### config.mk
export PLATFORM = sky130hd
export DESIGN_NAME = alu_operand_bypass_flat
export DESIGN_NICKNAME = d
export VERILOG_FILES = /design/src/rtl/alu_operand_bypass_if.sv /design/src/rtl/alu_operand_bypass.sv /design/src/flat_wrapper.sv
export SDC_FILE = /design/constraint.sdc
export NUM_CORES = 1
export LEC_CHECK = 0
export CORE_MARGIN = 8
export CORE_UTILIZATION = 43
export CTS_BUF_LIST = sky130_fd_sc_hd__clkbuf_16
export CTS_CLUSTER_SIZE = 14
export DETAILED_ROUTE_END_ITERATION = 8
export GPL_TIMING_DRIVEN = 0
export PLACE_DENSITY = 0.82
export SLEW_MARGIN = 20
export SYNTH_ARGS = -nofsm -noshare
export SYNTH_HDL_FRONTEND = slang
export SYNTH_SLANG_ARGS = --single-unit
export TNS_END_PERCENT = 20
### constraint.sdc
create_clock -name clk -period 3.6 [get_ports clk]
set_clock_uncertainty 0.2 [all_clocks]
set_input_delay 0.72 -clock clk [delete_from_list [all_inputs] [get_ports clk]]
set_output_delay 0.72 -clock clk [all_outputs]
set_load 0.02 [all_outputs]
### src/rtl/alu_operand_bypass_if.sv
// alu_operand_bypass_if -- bundle of the decode issue port, the three
// forwarding sources and the registered ALU operand port.
//   slave  : used by alu_operand_bypass
//   master : used by the decode/ALU side (or a testbench)
// Parameters: DW word width, RW register index width.
interface alu_operand_bypass_if #(
  parameter int DW = 32,
  parameter int RW = 5
);
  // decode issue
  logic          dec_valid;
  logic          dec_ready;
  logic [DW-1:0] ina;
  logic [DW-1:0] inb;
  logic          cin;
  logic [DW-1:0] cr;
  logic [RW-1:0] ra_idx;
  logic [RW-1:0] rb_idx;
  logic          ra_use;
  logic          rb_use;
  logic [RW-1:0] rt_idx;
  logic          rt_write;
  logic          is_load;
  // forwarding sources
  logic          ex_valid;
  logic [RW-1:0] ex_idx;
  logic [DW-1:0] ex_data;
  logic          wb_valid;
  logic [RW-1:0] wb_idx;
  logic [DW-1:0] wb_data;
  logic          ld_valid;
  logic [RW-1:0] ld_idx;
  logic [DW-1:0] ld_data;
  // ALU side
  logic [DW-1:0] outa;
  logic [DW-1:0] outb;
  logic          cin_o;
  logic [DW-1:0] cr_o;
  logic          alu_valid;
  logic          alu_ready;
  logic [15:0]   stall_cnt;

  modport slave (
    input  dec_valid, ina, inb, cin, cr, ra_idx, rb_idx, ra_use, rb_use,
           rt_idx, rt_write, is_load,
           ex_valid, ex_idx, ex_data, wb_valid, wb_idx, wb_data,
           ld_valid, ld_idx, ld_data, alu_ready,
    output dec_ready, outa, outb, cin_o, cr_o, alu_valid, stall_cnt
  );

  modport master (
    output dec_valid, ina, inb, cin, cr, ra_idx, rb_idx, ra_use, rb_use,
           rt_idx, rt_write, is_load,
           ex_valid, ex_idx, ex_data, wb_valid, wb_idx, wb_data,
           ld_valid, ld_idx, ld_data, alu_ready,
    input  dec_ready, outa, outb, cin_o, cr_o, alu_valid, stall_cnt
  );
endinterface

### src/rtl/alu_operand_bypass.sv
// alu_operand_bypass -- operand bypass and load-use interlock in front of
// the ALU. Picks each source operand from the newest in-flight producer,
// stalls decode while an operand waits on an outstanding load, and holds
// one registered operand set for the ALU under a valid/ready handshake.
// Ports:
//   clk   : clock, rising edge
//   reset : synchronous, active-high
//   bus   : alu_operand_bypass_if.slave (decode, ex/wb/ld sources, ALU side)
// Build option: define ALU_BYPASS_WB_FWD_EN to forward from the wb source
//   (priority ex > wb > ld > decode); otherwise wb_* is ignored
//   (priority ex > ld > decode).
module alu_operand_bypass #(
  parameter int DW = 32,
  parameter int RW = 5
) (
  input  logic                 clk,
  input  logic                 reset,
  alu_operand_bypass_if.slave  bus
);
  localparam int NREG = 1 << RW;

  logic [NREG-1:0] pend, pend_nxt;
  logic            live_a, live_b, hazard, issue;
  logic [DW-1:0]   opa, opb;

  logic          ex_valid, ld_valid;
  logic [RW-1:0] ex_idx, ld_idx;
  logic [DW-1:0] ex_data, ld_data;
  assign ex_valid = bus.ex_valid;
  assign ex_idx   = bus.ex_idx;
  assign ex_data  = bus.ex_data;
  assign ld_valid = bus.ld_valid;
  assign ld_idx   = bus.ld_idx;
  assign ld_data  = bus.ld_data;

`ifdef ALU_BYPASS_WB_FWD_EN
  logic          wb_valid;
  logic [RW-1:0] wb_idx;
  logic [DW-1:0] wb_data;
  assign wb_valid = bus.wb_valid;
  assign wb_idx   = bus.wb_idx;
  assign wb_data  = bus.wb_data;
`else
  logic unused_wb;
  assign unused_wb = ^{bus.wb_valid, bus.wb_idx, bus.wb_data};
`endif

  // Newest producer wins; r0 and unused operands keep the file value.
  function automatic logic [DW-1:0] fwd(input logic [RW-1:0] idx,
                                        input logic use_op,
                                        input logic [DW-1:0] dec);
    fwd = dec;
    if (use_op && idx != '0) begin
      if (ex_valid && ex_idx == idx)      fwd = ex_data;
`ifdef ALU_BYPASS_WB_FWD_EN
      else if (wb_valid && wb_idx == idx) fwd = wb_data;
`endif
      else if (ld_valid && ld_idx == idx) fwd = ld_data;
    end
  endfunction

  // A load returning this cycle no longer blocks its consumer.
  assign live_a = pend[bus.ra_idx] && !(ld_valid && ld_idx == bus.ra_idx);
  assign live_b = pend[bus.rb_idx] && !(ld_valid && ld_idx == bus.rb_idx);
  assign hazard = (bus.ra_use && bus.ra_idx != '0 && live_a) ||
                  (bus.rb_use && bus.rb_idx != '0 && live_b);

  assign bus.dec_ready = (!bus.alu_valid || bus.alu_ready) && !hazard;
  assign issue         = bus.dec_valid && bus.dec_ready;

  assign opa = fwd(bus.ra_idx, bus.ra_use, bus.ina);
  assign opb = fwd(bus.rb_idx, bus.rb_use, bus.inb);

  // Clear first so a same-cycle set on the same index wins.
  always_comb begin
    pend_nxt = pend;
    if (ld_valid) pend_nxt[ld_idx] = 1'b0;
    if (issue && bus.is_load && bus.rt_write && bus.rt_idx != '0)
      pend_nxt[bus.rt_idx] = 1'b1;
    pend_nxt[0] = 1'b0;
  end

  always_ff @(posedge clk) begin
    if (reset) begin
      pend          <= '0;
      bus.alu_valid <= 1'b0;
      bus.outa      <= '0;
      bus.outb      <= '0;
      bus.cin_o     <= 1'b0;
      bus.cr_o      <= '0;
      bus.stall_cnt <= '0;
    end else begin
      pend <= pend_nxt;
      if (issue) begin
        bus.alu_valid <= 1'b1;
        bus.outa      <= opa;
        bus.outb      <= opb;
        bus.cin_o     <= bus.cin;
        bus.cr_o      <= bus.cr;
      end else if (bus.alu_ready) begin
        bus.alu_valid <= 1'b0;
      end
      // Only load-use stalls count; ALU back-pressure does not.
      if (bus.dec_valid && hazard && bus.stall_cnt != 16'hFFFF)
        bus.stall_cnt <= bus.stall_cnt + 16'd1;
    end
  end
endmodule
### src/flat_wrapper.sv
// flat-port wrapper written by rule: the top's interface ports become plain ports
module alu_operand_bypass_flat 
#(
  parameter int DW = 32,
  parameter int RW = 5
)
  (clk, reset, bus_dec_valid, bus_ina, bus_inb, bus_cin, bus_cr, bus_ra_idx, bus_rb_idx, bus_ra_use, bus_rb_use, bus_rt_idx, bus_rt_write, bus_is_load, bus_ex_valid, bus_ex_idx, bus_ex_data, bus_wb_valid, bus_wb_idx, bus_wb_data, bus_ld_valid, bus_ld_idx, bus_ld_data, bus_alu_ready, bus_dec_ready, bus_outa, bus_outb, bus_cin_o, bus_cr_o, bus_alu_valid, bus_stall_cnt);
  alu_operand_bypass_if #(.DW(DW), .RW(RW)) bus_i ();
  input  logic clk;
  input  logic reset;
  input wire logic [$bits(bus_i.dec_valid)-1:0] bus_dec_valid;
  input wire logic [$bits(bus_i.ina)-1:0] bus_ina;
  input wire logic [$bits(bus_i.inb)-1:0] bus_inb;
  input wire logic [$bits(bus_i.cin)-1:0] bus_cin;
  input wire logic [$bits(bus_i.cr)-1:0] bus_cr;
  input wire logic [$bits(bus_i.ra_idx)-1:0] bus_ra_idx;
  input wire logic [$bits(bus_i.rb_idx)-1:0] bus_rb_idx;
  input wire logic [$bits(bus_i.ra_use)-1:0] bus_ra_use;
  input wire logic [$bits(bus_i.rb_use)-1:0] bus_rb_use;
  input wire logic [$bits(bus_i.rt_idx)-1:0] bus_rt_idx;
  input wire logic [$bits(bus_i.rt_write)-1:0] bus_rt_write;
  input wire logic [$bits(bus_i.is_load)-1:0] bus_is_load;
  input wire logic [$bits(bus_i.ex_valid)-1:0] bus_ex_valid;
  input wire logic [$bits(bus_i.ex_idx)-1:0] bus_ex_idx;
  input wire logic [$bits(bus_i.ex_data)-1:0] bus_ex_data;
  input wire logic [$bits(bus_i.wb_valid)-1:0] bus_wb_valid;
  input wire logic [$bits(bus_i.wb_idx)-1:0] bus_wb_idx;
  input wire logic [$bits(bus_i.wb_data)-1:0] bus_wb_data;
  input wire logic [$bits(bus_i.ld_valid)-1:0] bus_ld_valid;
  input wire logic [$bits(bus_i.ld_idx)-1:0] bus_ld_idx;
  input wire logic [$bits(bus_i.ld_data)-1:0] bus_ld_data;
  input wire logic [$bits(bus_i.alu_ready)-1:0] bus_alu_ready;
  output wire logic [$bits(bus_i.dec_ready)-1:0] bus_dec_ready;
  output wire logic [$bits(bus_i.outa)-1:0] bus_outa;
  output wire logic [$bits(bus_i.outb)-1:0] bus_outb;
  output wire logic [$bits(bus_i.cin_o)-1:0] bus_cin_o;
  output wire logic [$bits(bus_i.cr_o)-1:0] bus_cr_o;
  output wire logic [$bits(bus_i.alu_valid)-1:0] bus_alu_valid;
  output wire logic [$bits(bus_i.stall_cnt)-1:0] bus_stall_cnt;
  assign bus_i.dec_valid = bus_dec_valid;
  assign bus_i.ina = bus_ina;
  assign bus_i.inb = bus_inb;
  assign bus_i.cin = bus_cin;
  assign bus_i.cr = bus_cr;
  assign bus_i.ra_idx = bus_ra_idx;
  assign bus_i.rb_idx = bus_rb_idx;
  assign bus_i.ra_use = bus_ra_use;
  assign bus_i.rb_use = bus_rb_use;
  assign bus_i.rt_idx = bus_rt_idx;
  assign bus_i.rt_write = bus_rt_write;
  assign bus_i.is_load = bus_is_load;
  assign bus_i.ex_valid = bus_ex_valid;
  assign bus_i.ex_idx = bus_ex_idx;
  assign bus_i.ex_data = bus_ex_data;
  assign bus_i.wb_valid = bus_wb_valid;
  assign bus_i.wb_idx = bus_wb_idx;
  assign bus_i.wb_data = bus_wb_data;
  assign bus_i.ld_valid = bus_ld_valid;
  assign bus_i.ld_idx = bus_ld_idx;
  assign bus_i.ld_data = bus_ld_data;
  assign bus_i.alu_ready = bus_alu_ready;
  assign bus_dec_ready = bus_i.dec_ready;
  assign bus_outa = bus_i.outa;
  assign bus_outb = bus_i.outb;
  assign bus_cin_o = bus_i.cin_o;
  assign bus_cr_o = bus_i.cr_o;
  assign bus_alu_valid = bus_i.alu_valid;
  assign bus_stall_cnt = bus_i.stall_cnt;
  alu_operand_bypass #(.DW(DW), .RW(RW)) u_core (.clk(clk), .reset(reset), .bus(bus_i));
endmodule
Yosys cells after proc, flatten, opt, wreduce, memory -nomap -nowiden --
Cells that the tools add are included.
Storage, ports and cells: flip-flop bits (word level) 146, bits of input ports 234, output and inout bits 115, logic and storage cells 70
Operators by class: add/sub/neg operators 1, magnitude comparators 6, equal/unequal tests 5, mux-type cells 18, bitwise operators 3, reductions and logical operators 29
Operator list (count):
- $mux 32 | 8
- $and 32x32->32 | 1
- $not 32->32 | 1
- $or 32x32->32 | 1
- $lt 5x6->1 const B | 4
- $eq 5x5->1 | 4
- $logic_and 1x1->1 | 19
- $add 16x1->16 const B | 1
- $ne 16x16->1 const B | 1
- $reduce_bool 5->1 | 3
- $bmux 1 s5 | 2
- $demux 1 s5 | 2
- $ge 5x1->1 const B | 2
- $mux 1 | 6
- $logic_not 1->1 | 4
- $logic_or 1x1->1 | 2
- $reduce_bool 2->1 | 1

Depth between registers and ports, before layout --
depth in word-level cells 13, mapped depth 12, mapped depth without buffers 7

Worst setup path before layout --
OpenSTA, ideal clock, no wires.
path kind input-to-reg, start input bus_ra_idx[1], end register u_core.bus.stall_cnt[15], setup time 0.121 ns, arrival 2.769 ns, data required time 3.279 ns, slack 0.510 ns, cell stages on the path 10, buffers on the path 3, path through buf_6 > buf_12 > nand2_2 > mux4_2 > a22oi_2 > nand4_4 > and2_4 > buf_6 > nor4_1 > mux2_2
On the way: longest elaborated chain between the ends 8, elaborated cells between the ends (all ways) 12, those cells by class eq/ne: 1; mux: 2; reduce/logical: 9
RTL lines:
- start: declaration | line flat_wrapper.sv:16 | input wire logic [$bits(bus_i.ra_idx)-1:0] bus_ra_idx;
- parallel branches: the longest is 4 deep, another holds $bmux 1 s5
- $logic_and 1x1->1 * | line alu_operand_bypass.sv:65 | assign hazard = (bus.ra_use && bus.ra_idx != '0 && live_a) ||
- $logic_or 1x1->1 * | line alu_operand_bypass.sv:65
- $logic_and 1x1->1 * (2 in series) | line alu_operand_bypass.sv:104 | if (bus.dec_valid && hazard && bus.stall_cnt != 16'hFFFF)
- end signal: assignment | line alu_operand_bypass.sv:105 | bus.stall_cnt <= bus.stall_cnt + 16'd1;
- end: declaration | line alu_operand_bypass_if.sv:48 | output dec_ready, outa, outb, cin_o, cr_o, alu_valid, stall_cnt
Mark *: on every way between the ends. The select of a mux whose other input is x is not followed. A chain may end at the register's enable or synchronous reset.

Worst setup path in the final report --
start input bus_rb_idx[2], end output bus_dec_ready
On the way: longest elaborated chain between the ends 8, elaborated cells between the ends (all ways) 12, those cells by class eq/ne: 1; mux: 2; reduce/logical: 9
RTL lines:
- start: declaration | line flat_wrapper.sv:17 | input wire logic [$bits(bus_i.rb_idx)-1:0] bus_rb_idx;
- parallel branches: the longest is 4 deep, another holds $bmux 1 s5
- $logic_and 1x1->1 * | line alu_operand_bypass.sv:66 | (bus.rb_use && bus.rb_idx != '0 && live_b);
- $logic_or 1x1->1 * | line alu_operand_bypass.sv:65
- $logic_not 1->1 * | line alu_operand_bypass.sv:68 | assign bus.dec_ready = (!bus.alu_valid || bus.alu_ready) && !hazard;
- $logic_and 1x1->1 * | line alu_operand_bypass.sv:68
- end: declaration | line flat_wrapper.sv:33 | output wire logic [$bits(bus_i.dec_ready)-1:0] bus_dec_ready;
Marked as above.

==> flow_metrics.env <==
export IMPL_run_status="completed"
export IMPL_synth_area_leaders="dfxtp_1 37%, mux2i_1 14%, a211o_1 7.0%"
export IMPL_core_area_sq_mm=0.0179
export IMPL_clk_pin_slew_ns=0.06
export IMPL_ys_ff_latch=145
export IMPL_crit_buf_inv=3
export IMPL_path_cells="clkdlybuf4s50_1 -> buf_6 -> mux4_2 -> o22ai_2 -> a311oi_2 -> nand4_4 -> and3_1 -> buf_4"
export IMPL_slew_headroom=0.497
export IMPL_fmax_mhz=279
export IMPL_die_area_sq_mm=0.0227
export IMPL_async_reset_ff_frac=0
export IMPL_setup_worst_path_start_class="primary input"
export IMPL_yosysTopAreaCellShare=0.372
export IMPL_ys_types=55
export IMPL_start_util=0.436
export IMPL_end_kind="primary output"
export IMPL_synth_commonest_cells="145 x dfxtp_1, 118 x nor2_1, 111 x mux2i_1"
export IMPL_grt_ovfl_total=0
export IMPL_drive_gt1_frac=0.0821
export IMPL_clk_insertion_delay_late_ns=0.42
export IMPL_reg2reg_slack_ns=0.65
export IMPL_whs_path_depth=2
export IMPL_postPlaceCellArea_sq_mm=0.0111
export IMPL_r2r_start="u_core.pend[9]"
export IMPL_drc=0
export IMPL_p_leak_nw=4.29
export IMPL_clockBufferDepth=2
export IMPL_yosys_warnings=0
export IMPL_placed_cells=1424
export IMPL_grt_pass1_vias=7912
export IMPL_post_route_period_util=0.997
export IMPL_cts_tree="yes"
export IMPL_grtUsageTotal=0.259
export IMPL_reg2regPathDepth=10
export IMPL_port_buffers=296
export IMPL_setup_viol=0
export IMPL_path_class="primary input to primary output"
export IMPL_cp_required_ns=2.68
export IMPL_wl_per_cell_um=21.4
export IMPL_hold_start="u_core.bus.outb[25]"
export IMPL_wl_mm=31.2
export IMPL_hold_viol=0
export IMPL_dp_hpwl_mm=24.5
export IMPL_vdd_drop_max_uv=329
export IMPL_rows=49
export IMPL_gp_congestion=0.915
export IMPL_numCtsBuffers=17
export IMPL_cp_arrival_ns=2.67
export IMPL_min_path_type="register to register"
export IMPL_grt_pass1_wl_mm=45.1
export IMPL_io_pins=349
export IMPL_vias=8130
export IMPL_syn_inst=899
export IMPL_ant_nets=0
export IMPL_yosysTopAreaCell="dfxtp_1"
export IMPL_cpLargestDelayFamily="buffers and inverters"
export IMPL_final_nets=1452
export IMPL_yosysSeqAreaShare=0.372
export IMPL_dr_pass1_iters=5
export IMPL_grt_use_met3=0.0827
export IMPL_busiest_layer="met2"
export IMPL_clockRootBuffer="clkbuf_16"
export IMPL_dieWidth_um=151
export IMPL_final_cell_area_sq_mm=0.0117
export IMPL_grt_start_max_net_pins=17
export IMPL_avgViaCountPerCell=5.57
export IMPL_antenna_found_initial=1
export IMPL_use_met2=0.431
export IMPL_critPathMaxStageDelay_ns=0.54
export IMPL_reg2reg_to="u_core.bus.outa[10]"
export IMPL_min_to="u_core.bus.outb[25]"
export IMPL_syn_num_nets=1134
export IMPL_drv_cap=0
export IMPL_areaGrowthSynthToFinish_pct=50.1
export IMPL_grt_util_met1=0.303
export IMPL_tns_ns=0
export IMPL_layout_min_cycle_time_ns=3.59
export IMPL_synthFlopType="dfxtp_1"
export IMPL_cts_sinks=145
export IMPL_yosysMostFrequentCell="dfxtp_1"
export IMPL_cp_slowest_cell="clkdlybuf4s50_1"
export IMPL_synth_edf_count=0
export IMPL_rsz0062_at_grt="true"
export IMPL_chipHeight_um=151
export IMPL_postCtsHoldBufs=0
export IMPL_p_per_area_mw_per_mm2=389
export IMPL_htree_levels=4
export IMPL_synth_area_per_cell_sq_um=8.69
export IMPL_finish_cell_count_without_fillers=1460
export IMPL_drv_slew=0
export IMPL_worst_slew_pin_slew_ns=0.754
export IMPL_syn_area_sq_mm=0.00781
export IMPL_drt_initial_drc_count=496
export IMPL_whs_ns=0.253
export IMPL_worstPathMaxFanout=10
area by class of cell:
cell class              instances  area (sq um)
fillers                      1479          6180
multi-input cells             679          4580
repair buffers                299          2980
flip-flops and latches        145          2900
clock buffers                  17           425
plain buffers                  74           363
well taps                     229           287
clock inverters                15           171
inverters                       1          3.75
diodes                          1          2.50
state kept, by name, summed over array words and instances (netlist names):
register and count:
u_core.bus.outa 32, u_core.bus.outb 32, u_core.bus.alu_valid 1, u_core.bus.cr_o 32, u_core.bus.stall_cnt 16, u_core.pend 31
u_core.bus.cin_o 1
placed cells by master, fill, tap and decap left out, drive strengths merged, types with 2 or more instances in the layout:
cell	n
or4	3
xnor2	9
nor3b	5
mux2i	111
nand4b	3
nand2	89
or3b	2
nor4	5
a211o	62
xor2	16
nor2b	24
a211oi	3
nor3	5
or2	2
buf	33
clkinv	4
dfxtp	145
dlygate4sd2	2
nor2	118
o31ai	4
and2	2
clkbuf	62
o21bai	2
clkdlybuf4s50	293
nand4	8
a21oi	70
nand3	16
o21ai	51
bufinv	2
and3	9
a21bo	2
nand3b	27
mux4	11
inv	8
clkinvlp	2
mux2	7
worst max path at each step:
| stage | startpoint | to | slack (ns) | depth (start not counted) |
|---|---|---|---|---|
| 6_report | bus_rb_idx[2] | bus_dec_ready | 0.01 | 8 |
| 5_1_grt | bus_rb_idx[2] | u_core.bus.outb[23] | -0.05 | 10 |
| 4_1_cts | bus_rb_idx[2] | bus_dec_ready | 0.02 | 8 |
| 3_5_place_dp | bus_rb_idx[3] | bus_dec_ready | -0.86 | 8 |
| 3_3_place_gp | bus_rb_idx[3] | bus_dec_ready | -0.87 | 8 |
| 2_1_floorplan | bus_ra_idx[1] | u_core.bus.stall_cnt[15] | 0.51 | 10 |
what timing repair did:
action,in CTS,in global routing
buffers inserted,3,0
pin swaps,2,0
gates resized for setup,15,7
gates cloned,0,0
setup endpoints to repair,89,63
metal layers:
metal  vias up  part of all wire  wire length (um)
li1       3852                 -                 -
met1      3818              0.40             12400
met2       394              0.48             14900
met3        66             0.092              2880
met4         0             0.031               952
met5         -                 0                 0
cell families after synthesis:
| logic type | after synthesis | synth area share |
|---|---|---|
| buffers and inverters | 75 | 0.0453 |
| XOR/XNOR | 25 | 0.0280 |
| adder cells (fa/ha/maj) | 1 | 0.00160 |
| AND/OR/NAND/NOR | 322 | 0.200 |
| flip-flops | 145 | 0.372 |
| AO/OA/AOI/OAI | 202 | 0.169 |
| multiplexers | 129 | 0.184 |
worst reg2reg max path: cells and delay by family, from the launching register on:
kind,cells,cell delay [ns]
AOI/OAI and AO/OA,4,1.18
buffers and inverters,3,0.67
DFF,1,0.33
muxes,1,0.27
and+or+nand+nor,2,0.24
power breakdown:
group          internal [mW]  switching (mW)
logic                  0.502           0.503
clock network           1.04           0.774
registers               1.69          0.0468
total                   3.23            1.32
stage by stage:
stage / power, mW / utilization / worst slack (ns)
6_report: 4.56 / 0.655 / 0.0107
5_1_grt: 4.73 / 0.655 / -0.0467
4_1_cts: 4.58 / 0.654 / 0.0225
3_5_place_dp: 2.76 / 0.618 / -0.865
3_3_place_gp: 2.74 / 0.618 / -0.867
2_1_floorplan: 2.24 / - / 0.510
(Power assumes the default switching activity.)
